$ cat src/rtl/rc4_crack_core.sv
`default_nettype none
// ============================================================================
//  Module   : rc4_crack_core
//  Purpose  : One RC4 brute-force cracking core. It walks candidate keys
//             key_start+core_id, +num_cores, ... up to key_limit. For each
//             key it runs the RC4 key schedule on an internal single-port
//             256x8 S-box, decrypts the message read from an external ROM and
//             writes the plaintext to an external RAM. A key counts as correct
//             when every decrypted byte is a lowercase letter or a space.
//  Ports    : clk, reset_n (async, active low)
//             start/abort            - control (abort has priority)
//             key_start/key_limit    - inclusive search range, sampled on start
//             core_id/num_cores      - offset/stride, sampled on start
//             msg_addr/msg_q         - encrypted ROM port (1-cycle latency)
//             dec_addr/dec_data/dec_we - decrypted RAM write port
//             busy/found/exhausted/key_out/cur_key - status
//  Options  : RC4_EARLY_ABORT_EN - when defined, a key is abandoned right
//             after its first invalid byte has been written.
//  Revision : 1.0 - initial release
// ============================================================================
module rc4_crack_core #(
  parameter int KEY_BITS = 24,
  parameter int MSG_LEN  = 32,
  parameter int CORE_W   = 8,
  localparam int AW      = (MSG_LEN > 2) ? $clog2(MSG_LEN) : 1
) (
  input  logic                clk,
  input  logic                reset_n,
  input  logic                start,
  input  logic                abort,
  input  logic [KEY_BITS-1:0] key_start,
  input  logic [KEY_BITS-1:0] key_limit,
  input  logic [CORE_W-1:0]   core_id,
  input  logic [CORE_W-1:0]   num_cores,
  output logic [AW-1:0]       msg_addr,
  input  logic [7:0]          msg_q,
  output logic [AW-1:0]       dec_addr,
  output logic [7:0]          dec_data,
  output logic                dec_we,
  output logic                busy,
  output logic                found,
  output logic                exhausted,
  output logic [KEY_BITS-1:0] key_out,
  output logic [KEY_BITS-1:0] cur_key
);

  localparam int KEY_BYTES = KEY_BITS / 8;
  localparam int KIW       = (KEY_BYTES > 1) ? $clog2(KEY_BYTES) : 1;
  // Wide enough that key + offset/stride can never wrap, so a carry out of
  // KEY_BITS simply shows up as "greater than key_limit".
  localparam int SW        = ((KEY_BITS > CORE_W) ? KEY_BITS : CORE_W) + 1;

  typedef enum logic [2:0] {
    S_IDLE  = 3'd0,
    S_INIT  = 3'd1,
    S_KSA   = 3'd2,
    S_PRGA  = 3'd3,
    S_NEXT  = 3'd4,
    S_FOUND = 3'd5,
    S_EXH   = 3'd6
  } state_t;

  state_t              state_q, state_d;
  logic [2:0]          phase_q, phase_d;
  logic [7:0]          i_q, i_d, j_q, j_d, si_q, si_d, sj_q, sj_d;
  logic [AW-1:0]       k_q, k_d;
  logic [KIW-1:0]      kidx_q, kidx_d;
  logic [KEY_BITS-1:0] cur_key_q, cur_key_d, key_lim_q, key_lim_d;
  logic [KEY_BITS-1:0] key_out_q, key_out_d;
  logic [CORE_W-1:0]   stride_q, stride_d;
  logic                valid_q, valid_d, busy_q, busy_d;
  logic                found_q, found_d, exh_q, exh_d, dec_we_q, dec_we_d;
  logic [AW-1:0]       msg_addr_q, msg_addr_d, dec_addr_q, dec_addr_d;
  logic [7:0]          dec_data_q, dec_data_d;

  // S-box: single port, synchronous read, one access per cycle
  logic [7:0]          sbox_mem [256];
  logic [7:0]          sb_rdata_q;
  logic [7:0]          w_sb_addr, w_sb_wdata;
  logic                w_sb_we;

  logic [SW-1:0]       w_first, w_next;
  logic [7:0]          w_kb, w_plain;
  logic                w_ok;

  assign w_first = SW'(key_start) + SW'(core_id);
  assign w_next  = SW'(cur_key_q) + SW'(stride_q);
  assign w_plain = sb_rdata_q ^ msg_q;
  assign w_ok    = ((w_plain >= 8'h61) && (w_plain <= 8'h7A)) || (w_plain == 8'h20);

  // Key byte for this KSA step, most significant byte first
  always_comb begin
    w_kb = 8'h00;
    for (int b = 0; b < KEY_BYTES; b++) begin
      if (kidx_q == KIW'(b)) w_kb = cur_key_q[KEY_BITS-1-8*b -: 8];
    end
  end

  always_comb begin
    state_d    = state_q;
    phase_d    = phase_q;
    i_d        = i_q;
    j_d        = j_q;
    si_d       = si_q;
    sj_d       = sj_q;
    k_d        = k_q;
    kidx_d     = kidx_q;
    cur_key_d  = cur_key_q;
    key_lim_d  = key_lim_q;
    key_out_d  = key_out_q;
    stride_d   = stride_q;
    valid_d    = valid_q;
    found_d    = found_q;
    exh_d      = exh_q;
    msg_addr_d = msg_addr_q;
    dec_addr_d = dec_addr_q;
    dec_data_d = dec_data_q;
    dec_we_d   = 1'b0;
    w_sb_addr  = i_q;
    w_sb_wdata = i_q;
    w_sb_we    = 1'b0;

    if (abort) begin
      state_d = S_IDLE;
    end else begin
      case (state_q)
        S_IDLE, S_FOUND, S_EXH: begin
          if (start) begin
            found_d   = 1'b0;
            exh_d     = 1'b0;
            cur_key_d = w_first[KEY_BITS-1:0];
            key_lim_d = key_limit;
            stride_d  = (num_cores == '0) ? CORE_W'(1) : num_cores;
            i_d       = 8'h00;
            if (w_first > SW'(key_limit)) begin
              state_d = S_EXH;
              exh_d   = 1'b1;
            end else begin
              state_d = S_INIT;
            end
          end
        end
        S_INIT: begin
          w_sb_we = 1'b1;
          i_d     = i_q + 8'd1;   // wraps to 0, ready for KSA
          if (i_q == 8'hFF) begin
            state_d = S_KSA;
            j_d     = 8'h00;
            kidx_d  = '0;
            phase_d = 3'd0;
          end
        end
        S_KSA: begin
          case (phase_q)
            3'd0: phase_d = 3'd1;                      // read S[i]
            3'd1: begin                                // S[i] arrives, read S[j']
              si_d      = sb_rdata_q;
              j_d       = j_q + sb_rdata_q + w_kb;
              w_sb_addr = j_q + sb_rdata_q + w_kb;
              phase_d   = 3'd2;
            end
            3'd2: begin                                // S[i] <= S[j]
              w_sb_we    = 1'b1;
              w_sb_wdata = sb_rdata_q;
              phase_d    = 3'd3;
            end
            default: begin                             // S[j] <= old S[i]
              w_sb_we    = 1'b1;
              w_sb_addr  = j_q;
              w_sb_wdata = si_q;
              phase_d    = 3'd0;
              i_d        = i_q + 8'd1;
              kidx_d     = (kidx_q == KIW'(KEY_BYTES-1)) ? '0 : kidx_q + KIW'(1);
              if (i_q == 8'hFF) begin
                state_d = S_PRGA;
                j_d     = 8'h00;
                k_d     = '0;
                valid_d = 1'b1;
              end
            end
          endcase
        end
        S_PRGA: begin
          case (phase_q)
            3'd0: begin                                // i++, read S[i], fetch msg[k]
              i_d        = i_q + 8'd1;
              w_sb_addr  = i_q + 8'd1;
              msg_addr_d = k_q;
              phase_d    = 3'd1;
            end
            3'd1: begin
              si_d      = sb_rdata_q;
              j_d       = j_q + sb_rdata_q;
              w_sb_addr = j_q + sb_rdata_q;
              phase_d   = 3'd2;
            end
            3'd2: begin
              sj_d       = sb_rdata_q;
              w_sb_we    = 1'b1;
              w_sb_wdata = sb_rdata_q;
              phase_d    = 3'd3;
            end
            3'd3: begin
              w_sb_we    = 1'b1;
              w_sb_addr  = j_q;
              w_sb_wdata = si_q;
              phase_d    = 3'd4;
            end
            3'd4: begin                                // read S[S[i]+S[j]]
              w_sb_addr = si_q + sj_q;
              phase_d   = 3'd5;
            end
            default: begin                             // keystream byte ready
              dec_we_d   = 1'b1;
              dec_addr_d = k_q;
              dec_data_d = w_plain;
              valid_d    = valid_q & w_ok;
              phase_d    = 3'd0;
              k_d        = k_q + AW'(1);
`ifdef RC4_EARLY_ABORT_EN
              if ((k_q == AW'(MSG_LEN-1)) || !w_ok) state_d = S_NEXT;
`else
              if (k_q == AW'(MSG_LEN-1)) state_d = S_NEXT;
`endif
            end
          endcase
        end
        S_NEXT: begin
          if (valid_q) begin
            state_d   = S_FOUND;
            found_d   = 1'b1;
            key_out_d = cur_key_q;
          end else if (w_next > SW'(key_lim_q)) begin
            state_d = S_EXH;
            exh_d   = 1'b1;
          end else begin
            cur_key_d = w_next[KEY_BITS-1:0];
            i_d       = 8'h00;
            state_d   = S_INIT;
          end
        end
        default: state_d = S_IDLE;
      endcase
    end

    busy_d = (state_d == S_INIT) || (state_d == S_KSA) ||
             (state_d == S_PRGA) || (state_d == S_NEXT);
  end

  always_ff @(posedge clk or negedge reset_n) begin
    if (!reset_n) begin
      state_q    <= S_IDLE;
      phase_q    <= 3'd0;
      i_q        <= 8'h00;
      j_q        <= 8'h00;
      si_q       <= 8'h00;
      sj_q       <= 8'h00;
      k_q        <= '0;
      kidx_q     <= '0;
      cur_key_q  <= '0;
      key_lim_q  <= '0;
      key_out_q  <= '0;
      stride_q   <= '0;
      valid_q    <= 1'b0;
      busy_q     <= 1'b0;
      found_q    <= 1'b0;
      exh_q      <= 1'b0;
      dec_we_q   <= 1'b0;
      msg_addr_q <= '0;
      dec_addr_q <= '0;
      dec_data_q <= 8'h00;
    end else begin
      state_q    <= state_d;
      phase_q    <= phase_d;
      i_q        <= i_d;
      j_q        <= j_d;
      si_q       <= si_d;
      sj_q       <= sj_d;
      k_q        <= k_d;
      kidx_q     <= kidx_d;
      cur_key_q  <= cur_key_d;
      key_lim_q  <= key_lim_d;
      key_out_q  <= key_out_d;
      stride_q   <= stride_d;
      valid_q    <= valid_d;
      busy_q     <= busy_d;
      found_q    <= found_d;
      exh_q      <= exh_d;
      dec_we_q   <= dec_we_d;
      msg_addr_q <= msg_addr_d;
      dec_addr_q <= dec_addr_d;
      dec_data_q <= dec_data_d;
    end
  end

  always_ff @(posedge clk) begin
    if (w_sb_we) sbox_mem[w_sb_addr] <= w_sb_wdata;
    sb_rdata_q <= sbox_mem[w_sb_addr];
  end

  assign msg_addr  = msg_addr_q;
  assign dec_addr  = dec_addr_q;
  assign dec_data  = dec_data_q;
  assign dec_we    = dec_we_q;
  assign busy      = busy_q;
  assign found     = found_q;
  assign exhausted = exh_q;
  assign key_out   = key_out_q;
  assign cur_key   = cur_key_q;

endmodule
`default_nettype wire

$ cat config.mk
export PLATFORM = sky130hd
export DESIGN_NAME = rc4_crack_core
export DESIGN_NICKNAME = d
export VERILOG_FILES = /design/src/rtl/rc4_crack_core.sv
export SDC_FILE = /design/constraint.sdc
export NUM_CORES = 2
export LEC_CHECK = 0
export ABC_CLOCK_PERIOD_IN_PS = 21800
export CORE_MARGIN = 2
export CORE_UTILIZATION = 39
export CTS_BUF_LIST = sky130_fd_sc_hd__clkbuf_8
export CTS_CLUSTER_DIAMETER = 30
export CTS_CLUSTER_SIZE = 30
export DETAILED_ROUTE_END_ITERATION = 6
export SYNTH_ARGS = -nofsm -noshare
export SYNTH_HDL_FRONTEND = slang
export SYNTH_SLANG_ARGS = --single-unit
export TNS_END_PERCENT = 20
$ cat constraint.sdc
create_clock -name clk -period 21.8 [get_ports clk]
set_input_delay 2.18 -clock clk [delete_from_list [all_inputs] [get_ports clk]]
set_output_delay 2.18 -clock clk [all_outputs]
set_load 0.02 [all_outputs]
==> run summary <==
Least-Margin Pin Slew - 1240 ps
vias in the first global route - 58400
initial antenna violation count - 7
DIE WIDTH - 491 um
fin. max-slew vios - 0
Tmin final - 8010 ps
DRC - 4
count of input and output buffers - 145
setup bufs post-CTS - 0
clk root buf - clkbuf_8
critical hold path startpoint - key_out[17]
Startpoint Class - input port
Yosys cell types - 95
die height - 491 um
Yosys reg bits - 2204
routability cong. - 0.882
average cell area after synthesis - 13.5 um2
drt pass-1 iters - 7
CTS tree - yes
CP Data Required Time - 22770 ps
yosys warns - 0
Slew headroom - 17.1%
H-tree levels - 5
DR iter-0 viols - 6920
Area contributors post-synth - edfxtp_1 (66%), nand2_1 (5.8%), dfrtp_1 (4.0%), mux2i_1 (2.1%), mux4_2 (2.1%)
clock skew - 128 ps
worst-case hold slack - 501 ps
via count - 60200
Hold Buf Count CTS - 0
Syn Inst Count - 6859
Clock Tree Buf Depth - 4
Post-synth EDFFs - 2048
post-route insts no fill - 10600
I/O pin total - 146
Crit Path Max Fanout - 123
Global Route Usage Sum - 21.6%
Fmax achieved - 0.125 GHz
GRT Residual Overflow - 0
Syn Nets - 7028
worst skew pair latency - 1130 ps
DIE AREA - 0.241 mm2
Synth Cell Area - 0.0925 mm2
clk slew on worst S/H paths - 60 ps
placed cells - 9811
post-synthesis sequential area ratio - 70.7%
HPWL Detailed - 159000 um
Worst Hold Class - register to register
fraction of layout cells with a size suffix above 1 - 14.2%
first-pass GRT wire length - 393000 um
worst reg-to-reg path cell count - 20
post_cts resized - 0
post-synth top area cell - edfxtp_1
drt total wl - 269000 um
post-route setup TNS - 0 ps
Yosys top cell area share - 66.5%
FFs w/ async S/R, synth - 6.72%
worst r2r src - kidx_q[0]
Clock Sinks - 2204
Final Hold Vio Count - 0
Hold Path Stages - 1
RSZ-0062 raised after global routing - false
area grow syn2layout - 15.5%
Cell Rows - 178
Initial Util - 39.3%
largest net degree at the start of global routing - 189
core area - 0.235 mm2
final net count - 7272
Crit. Startpoint - abort
cts bufs inserted - 440
failing checks - DRC
Static Leak - 36.3 nW
Cell Pwr Density - 124 mW/mm2
ys flop type - edfxtp_1
status - complete, but fails checks
routed vias/inst - 5.67
CP Capture Type - register
peak supply drop - 0.100 mV
Critical Path AT - 8980 ps
DRT antenna net count - 0
Tcrit/Tclk final - 36.7%
Final Setup Violations - 0
routed wire length per instance - 25.3 um
Worst Setup Path Type - input port to register
Max Cap Violations - 0
[report_power, final]
group / switching, W / internal (W) / total, W
Combinational: 0.00232 / 0.00121 / 0.00352
Clock: 0.00194 / 0.00271 / 0.00465
Sequential: 0.000175 / 0.00485 / 0.00502
[layout by cell type, fill, tap and decap left out, types with 18 or more instances in the layout]
| cell | synthesis | final |
|---|---|---|
| edfxtp_1 | 2048 | 2048 |
| nand2_1 | 1431 | 1423 |
| clkbuf_8 | 0 | 466 |
| nor2_1 | 451 | 446 |
| nand3_1 | 335 | 327 |
| a21oi_1 | 194 | 194 |
| mux2i_1 | 194 | 194 |
| and3_1 | 165 | 165 |
| o21ai_0 | 164 | 156 |
| dfrtp_1 | 148 | 148 |
| clkdlybuf4s50_1 | 0 | 144 |
| a32oi_1 | 127 | 127 |
| a31oi_1 | 124 | 124 |
| inv_1 | 71 | 112 |
| buf_4 | 24 | 95 |
| ha_1 | 88 | 88 |
| mux4_2 | 86 | 86 |
| a311oi_1 | 83 | 83 |
| clkinv_2 | 0 | 76 |
| mux2_2 | 60 | 60 |
| a211oi_1 | 58 | 58 |
| bufinv_16 | 0 | 57 |
| o22ai_1 | 55 | 55 |
| a22oi_1 | 54 | 54 |
| clkinv_1 | 1 | 49 |
| clkinvlp_4 | 0 | 45 |
| xnor2_1 | 43 | 43 |
| clkinv_4 | 0 | 36 |
| inv_6 | 0 | 32 |
| nor3_1 | 30 | 29 |
| xor2_1 | 27 | 27 |
| a21o_1 | 26 | 26 |
| or3_1 | 26 | 24 |
| a221oi_1 | 21 | 21 |
| nor2b_1 | 20 | 19 |
| nand4_1 | 18 | 18 |
[cell families after synthesis]
logic type | share of synthesized area (%)
compound gates | 7.96
xor+xnor | 0.687
fa+ha+maj | 1.31
buf+inv | 2.56
flops | 70.7
mux | 4.92
simple gates | 11.9
[state kept, by name, indices dropped and copies added (netlist names), 2 cells and up]
name and flops:
key_lim_q 24, sbox_mem 2048, cur_key 24, sj_q 8, i_q 8, kidx_q 2
stride_q 8, state_q 3, si_q 8, key_out 24, phase_q 3, dec_data 8
msg_addr 5, k_q 5, j_q 8, sb_rdata_q 8, dec_addr 5
[metrics by stage]
step | power [W] | utilization (%) | area, um2 | worst slack, ps
5_1_grt | 0.0137 | 45.4 | 107000 | 13470
6_report | 0.0132 | 45.4 | 107000 | 13790
3_3_place_gp | 0.00855 | 41.2 | 96900 | 12810
2_1_floorplan | 0.00756 | - | 92500 | 6800
4_1_cts | 0.0132 | 45.4 | 107000 | 13830
3_5_place_dp | 0.00859 | 41.2 | 96900 | 12760
[cells in the mapped netlist (20+ instances only)]
library cell,n
inv_1,71
nor2_1,451
nor2b_1,20
or3_1,26
a311oi_1,83
buf_1,56
a32oi_1,127
nand3_1,335
mux2i_1,194
clkbuf_1,171
a31oi_1,124
o21ai_0,164
buf_2,184
mux2_2,60
a211oi_1,58
a221oi_1,21
xnor2_1,43
buf_4,24
a22oi_1,54
ha_1,88
a21o_1,26
dfrtp_1,148
a21oi_1,194
nand2_1,1431
o22ai_1,55
xor2_1,27
mux4_2,86
and3_1,165
edfxtp_1,2048
nor3_1,30
[metal layers]
layer	vias to the layer above	part of all wire (%)	global-route usage, %
li1	26400	-	-
met1	30200	41	29.7
met2	3050	46	33.6
met3	577	8.8	4.27
met4	2	4.0	8.97
met5	-	0.0048	0
[layout make-up]
class                   count  area [um2]
fillers                 20700      129000
flip-flops and latches   2204       65400
multi-input cells        4135       25000
clock buffers             466        6410
well taps                3150        3940
clock inverters           341        3430
repair buffers            250        2370
inverters                  72         270
diodes                      9        22.5
[final timing paths]
kind                                  to  slack [ps]
max reg2reg                sb_rdata_q[6]       13810
min reg2reg                  key_out[17]         500
max in group asynchronous  key_lim_q[12]       19140
min                          key_out[17]         500
max                        sb_rdata_q[0]       13790
min in group asynchronous         j_q[1]        1110
[worst max-delay path: stages]
cell             delay (ps)
clkdlybuf4s50_1         670
or3b_2                  840
nor3_2                  510
a222oi_1                290
nand2_4                 320
buf_4                   450
buf_12                  580
buf_4                   730
mux4_2                  420
mux2i_1                 190
o22ai_1                 160
o21ai_0                 650
nand2_1                 280
or4_1                   550
Power figures use the tool's default switching activity.
